File: src/rtl/alu_issue_queue.sv
// Operand/issue stage in front of the registered ALU: buffers operations in a
// small FIFO and issues them, stalling one cycle when operand A needs the last result.
module alu_issue_queue #(
   parameter int NUMBITS = 16,
   parameter int DEPTH   = 4
) (
   input  logic                     clk,
   input  logic                     reset,
   input  logic                     in_valid,
   output logic                     in_ready,
   input  logic [NUMBITS-1:0]       in_a,
   input  logic [NUMBITS-1:0]       in_b,
   input  logic [2:0]               in_opcode,
   input  logic                     in_fwd_a,
   output logic [NUMBITS-1:0]       alu_a,
   output logic [NUMBITS-1:0]       alu_b,
   output logic [2:0]               alu_opcode,
   input  logic [NUMBITS-1:0]       alu_result,
   output logic                     issue_valid,
   output logic                     res_valid,
   output logic [$clog2(DEPTH):0]   count
);

   localparam int PW = $clog2(DEPTH);
   localparam int CW = PW + 1;
   localparam logic [CW-1:0] FULL = CW'(DEPTH);

   logic [NUMBITS-1:0] a_mem   [DEPTH];
   logic [NUMBITS-1:0] b_mem   [DEPTH];
   logic [2:0]         op_mem  [DEPTH];
   logic               fwd_mem [DEPTH];

   logic [PW-1:0] wr_ptr;
   logic [PW-1:0] rd_ptr;
   logic          have_result;
   logic          push;
   logic          pop;
   logic          hazard;

   // Input handshake: an operation transfers on a rising edge where in_valid and
   // in_ready are both high; in_ready depends only on occupancy, never on a same-cycle pop.
   assign in_ready = (count < FULL);
   assign push     = in_valid && in_ready;

   // The previous op's result lands on alu_result only one edge after it issued.
   assign hazard = fwd_mem[rd_ptr] && issue_valid;
   assign pop    = (count != '0) && !hazard;

   always_ff @(posedge clk) begin
      if (push) begin
         a_mem[wr_ptr]   <= in_a;
         b_mem[wr_ptr]   <= in_b;
         op_mem[wr_ptr]  <= in_opcode;
         fwd_mem[wr_ptr] <= in_fwd_a;
      end
   end

   always_ff @(posedge clk or negedge reset) begin
      if (!reset) begin
         wr_ptr      <= '0;
         rd_ptr      <= '0;
         count       <= '0;
         alu_a       <= '0;
         alu_b       <= '0;
         alu_opcode  <= '0;
         issue_valid <= 1'b0;
         res_valid   <= 1'b0;
         have_result <= 1'b0;
      end else begin
         if (push) wr_ptr <= wr_ptr + PW'(1);
         if (pop) begin
            rd_ptr      <= rd_ptr + PW'(1);
            alu_b       <= b_mem[rd_ptr];
            alu_opcode  <= op_mem[rd_ptr];
            have_result <= 1'b1;
            if (!fwd_mem[rd_ptr])  alu_a <= a_mem[rd_ptr];
            else if (have_result)  alu_a <= alu_result;
            else                   alu_a <= '0;
         end
         issue_valid <= pop;
         res_valid   <= issue_valid;
         case ({push, pop})
            2'b10:   count <= count + CW'(1);
            2'b01:   count <= count - CW'(1);
            default: count <= count;
         endcase
      end
   end

endmodule
File: config.mk
export PLATFORM = sky130hd
export DESIGN_NAME = alu_issue_queue
export DESIGN_NICKNAME = d
export VERILOG_FILES = /design/src/rtl/alu_issue_queue.sv
export SDC_FILE = /design/constraint.sdc
export NUM_CORES = 1
export LEC_CHECK = 0
export BUFFER_PORTS_ARGS = -buffer_cell sky130_fd_sc_hd__buf_2
export CORE_MARGIN = 5
export CORE_UTILIZATION = 35
export CTS_CLUSTER_SIZE = 28
export DETAILED_ROUTE_END_ITERATION = 8
export HOLD_SLACK_MARGIN = 0.05
export REMOVE_ABC_BUFFERS = 1
export SYNTH_ARGS = -nofsm -noshare
export SYNTH_HDL_FRONTEND = slang
export SYNTH_SLANG_ARGS = --single-unit
File: constraint.sdc
create_clock -name clk -period 8.4 [get_ports clk]
set_clock_uncertainty 0.1 [all_clocks]
set_input_delay 0.42 -clock clk [delete_from_list [all_inputs] [get_ports clk]]
set_output_delay 0.42 -clock clk [all_outputs]
set_load 0.05 [all_outputs]
==> results.md <==
| Parameter | This run | Unit |
| --- | --- | --- |
| Largest incremental delay on the critical path | 1.00 | ns |
| Worst hold-check path type | in2reg | - |
| Share of synthesized registers carrying an async set or reset | 23.81 | % |
| # Max-Cap Violations | 0 | - |
| Post-CTS setup buffers | 0 | - |
| Final design area excluding fillers | 8733 | um2 |
| Fraction of the yosys area taken by sequential cells | 73.15 | % |
| Initial cell density of the core | 35.44 | % |
| Critical Path Source | rd_ptr[1] | - |
| Row count | 53 | - |
| Count of port buffers added during placement | 95 | - |
| Number of DRC markers in iteration 0 | 203 | - |
| Final standard cell utilization of the core | 41.55 | % |
| All-Layer GR Usage | 13.36 | % |
| Required time worst endpoint | 8.64 | ns |
| Antenna violations before repair | 4 | - |
| Die width | 155.9 | um |
| H-tree Lvls | 4 | - |
| Family with the most delay on the worst path | flip-flops | - |
| Slew at the pin closest to its max-slew limit | 1.255 | ns |
| Final Slew Violations | 0 | - |
| Outcome | finished clean | - |
| Grt ovf | 0 | - |
| Startpoint of the tightest hold check path | in_a[6] | - |
| Maximum resistive drop on vdd | 0.1725 | mV |
| Number of standard cells after synthesis | 406 | - |
| Fmax achieved | 322.9 | MHz |
| Number of sinks driven by the clock tree | 189 | - |
| Cells taking the most area after synthesis | edfxtp_1 58%, dfrtp_1 15%, mux4_2 6.0% | - |
| Wire per inst | 20.26 | um |
| Number of iterations in the first detailed-routing pass | 4 | - |
| Floorplan die height | 155.9 | um |
| Setup-violating endpoint count in the final report | 0 | - |
| Top-area cell type share of the netlist area | 58.04 | % |
| Antenna violation net count after detailed routing | 0 | - |
| Cell type of the slowest stage on the worst timing path | dfrtp_4 | - |
| Synth-to-layout area growth | 17.21 | % |
| Combined buffer and inverter count along the critical path | 1 | - |
| Minimum clock period after layout | 3.097 | ns |
| Fraction of layout instances using a drive strength above 1 | 37.60 | % |
| CTS Hold Bufs | 1 | - |
| TNS Setup | 0 | ns |
| Crit path kind | reg2reg | - |
| Average instance area after synthesis | 18.35 | um2 |
| Gp weighted congestion | 0.7033 | - |
| Startpoint of the lowest-slack register-to-register path | rd_ptr[1] | - |
| Count of filler cells inserted in the layout | 1899 | - |
| Yosys warnings | 0 | - |
| Worst-path cell chain | mux4_2, a21oi_4, ha_1, inv_1, fa_1, xor2_1, nor2_1, xnor2_1 | - |
| Setup slack of the critical path after layout | 5.303 | ns |
| Cell type with the highest aggregate area in the netlist | edfxtp_1 | - |
| Post-placement cell area | 8168 | um2 |
| Inserted Clock Buffers | 17 | - |
| Synthesized area | 7451 | um2 |
| Total Power | 3.430 | mW |
| Source-to-sink clock delay at the later pin of the worst-skew pair | 0.42 | ns |
| Post-CTS Resized | 0 | - |
| First-pass GRT wire length | 24.06 | mm |
| Worst slack, placed | 5.280 | ns |
| Unrepaired setup endpoints after global routing | false | - |
| Core Region | 21020 | um2 |
| Most frequent cell after synthesis | edfxtp_1 | - |
| Area enclosed by the die boundary | 24310 | um2 |
| Number of enable flip-flop cells after synthesis | 144 | - |
| Number of inserted diodes | 0 | - |
| Hold Fails Final Rpt | 0 | - |
| Clock root buffer | clkbuf_16 | - |
| Crit path launch type | flop | - |
| Count of different cell masters after synthesis | 31 | - |
| Leakage power figure | 3.102 | nW |
| CTS clk-pin slew, worst paths | 0.06 | ns |
| Post-route DRC | 0 | - |
| Most frequent cells after synthesis | 144 x edfxtp_1, 45 x dfrtp_1, 35 x mux2_2 | - |
| Synthesis-stage register bit count | 189 | - |
| Maximum fanout count along the critical path | 56 | - |
| Total Wirelength | 15.87 | mm |
| Power per cell area | 392.8 | nW/um2 |
| Share of the clock period used by the worst path | 36.87 | % |
| Largest net degree at the start of global routing | 57 | - |
| Clock tree from TritonCTS | done | - |
| Arrival time at the worst endpoint | 3.34 | ns |
| Max transition margin | 16.33 | % |
| Final layout net count | 557 | - |
| Detailed-route vias per instance | 5.072 | - |
| HPWL reported at the end of detailed placement | 9.384 | mm |
| Endpoint kind of the worst setup timing path | flop | - |
| Vias in the first global route | 4218 | - |
| Number of vias in the routed layout | 3971 | - |
| Io pins | 96 | - |
| Most used flip-flop cell after synthesis | edfxtp_1 | - |
| Deepest clock path buffer count | 2 | - |
-- cell usage in the layout, fill, tap and decap left out, drive strengths merged, types with 2 or more instances in the layout --
cell type	n
ha	5
mux2i	18
inv	8
mux4	20
and2	4
bufinv	2
nand4	16
clkbuf	19
dfrtp	45
clkinvlp	3
clkinv	6
nand3	16
xnor2	3
xor2	2
mux2	36
nand2	3
edfxtp	144
buf	99
or4	16
a21oi	17
o2111a	16
-- path summary, 6_finish.rpt --
path                          endpoint  slack, ns  depth (start not counted)
setup reg to reg              count[2]       5.30                          8
max in group asynchronous    rd_ptr[1]       7.15                          3
min in group asynchronous    alu_a[13]       0.54                          3
hold / removal             a_mem[2][6]       0.11                          1
setup / recovery              count[2]       5.30                          8
hold reg to reg              alu_b[15]       0.39                          1
-- kinds of logic (layout without fill, tap and decap cells) --
group,after synthesis,in the layout,share of synthesized area (%)
compound gates,36,36,3.879
xor+xnor,5,5,0.5878
fa+ha+maj,6,6,1.108
buf+inv,36,138,2.485
flops,189,189,73.15
mux,74,74,13.90
simple gates,60,60,4.887
-- through the flow --
| step | hold slack [ns] | std cells |
|---|---|---|
| 2_1_floorplan | 0.02441 | 377 |
| 3_3_place_gp | 0.3761 | 751 |
| 3_5_place_dp | 0.3868 | 751 |
| 4_1_cts | 0.08981 | 783 |
| 5_1_grt | 0.09643 | 783 |
| 6_report | 0.1104 | 783 |
-- area by class of cell --
type	count	area [um2]	area share, %
flip-flops and latches	189	5455	62.46
inverters	7	26.28	0.3009
clock buffers	19	432.9	4.957
repair buffers	100	515.5	5.903
clock inverters	12	122.6	1.404
multi-input cells	181	1837	21.03
well taps	275	344.1	3.940
-- state kept, by name (all words and copies together), names as in the netlist --
name	flops
have_result	1
wr_ptr	2
alu_opcode	3
count	3
alu_b	16
res_valid	1
op_mem	12
issue_valid	1
rd_ptr	2
b_mem	64
alu_a	16
fwd_mem	4
a_mem	64
-- layer usage --
layer	share of wire, %	vias up	track usage [%]
met5	0.29	-	0
met1	41	2034	16.20
li1	-	1808	-
met4	1.6	8	4.835
met3	5.7	22	3.745
met2	52	99	22.85
-- worst reg2reg max path: cells and delay by family (launching register included) --
kind            cells  cell delay (ns)
simple gates        1             0.11
flops               1             1.00
compound gates      1             0.24
buf+inv             1             0.07
xor+xnor            2             0.28
mux                 1             0.63
fa+ha+maj           2             0.58
-- where the power goes --
group / internal (mW) / switching [mW] / leakage (nW)
combinational: 0.465 / 0.811 / 1.02
sequential: 1.23 / 0.163 / 1.82
clock: 0.434 / 0.322 / 0.264
total: 2.13 / 1.30 / 3.10
Power figures use the tool's default switching activity.
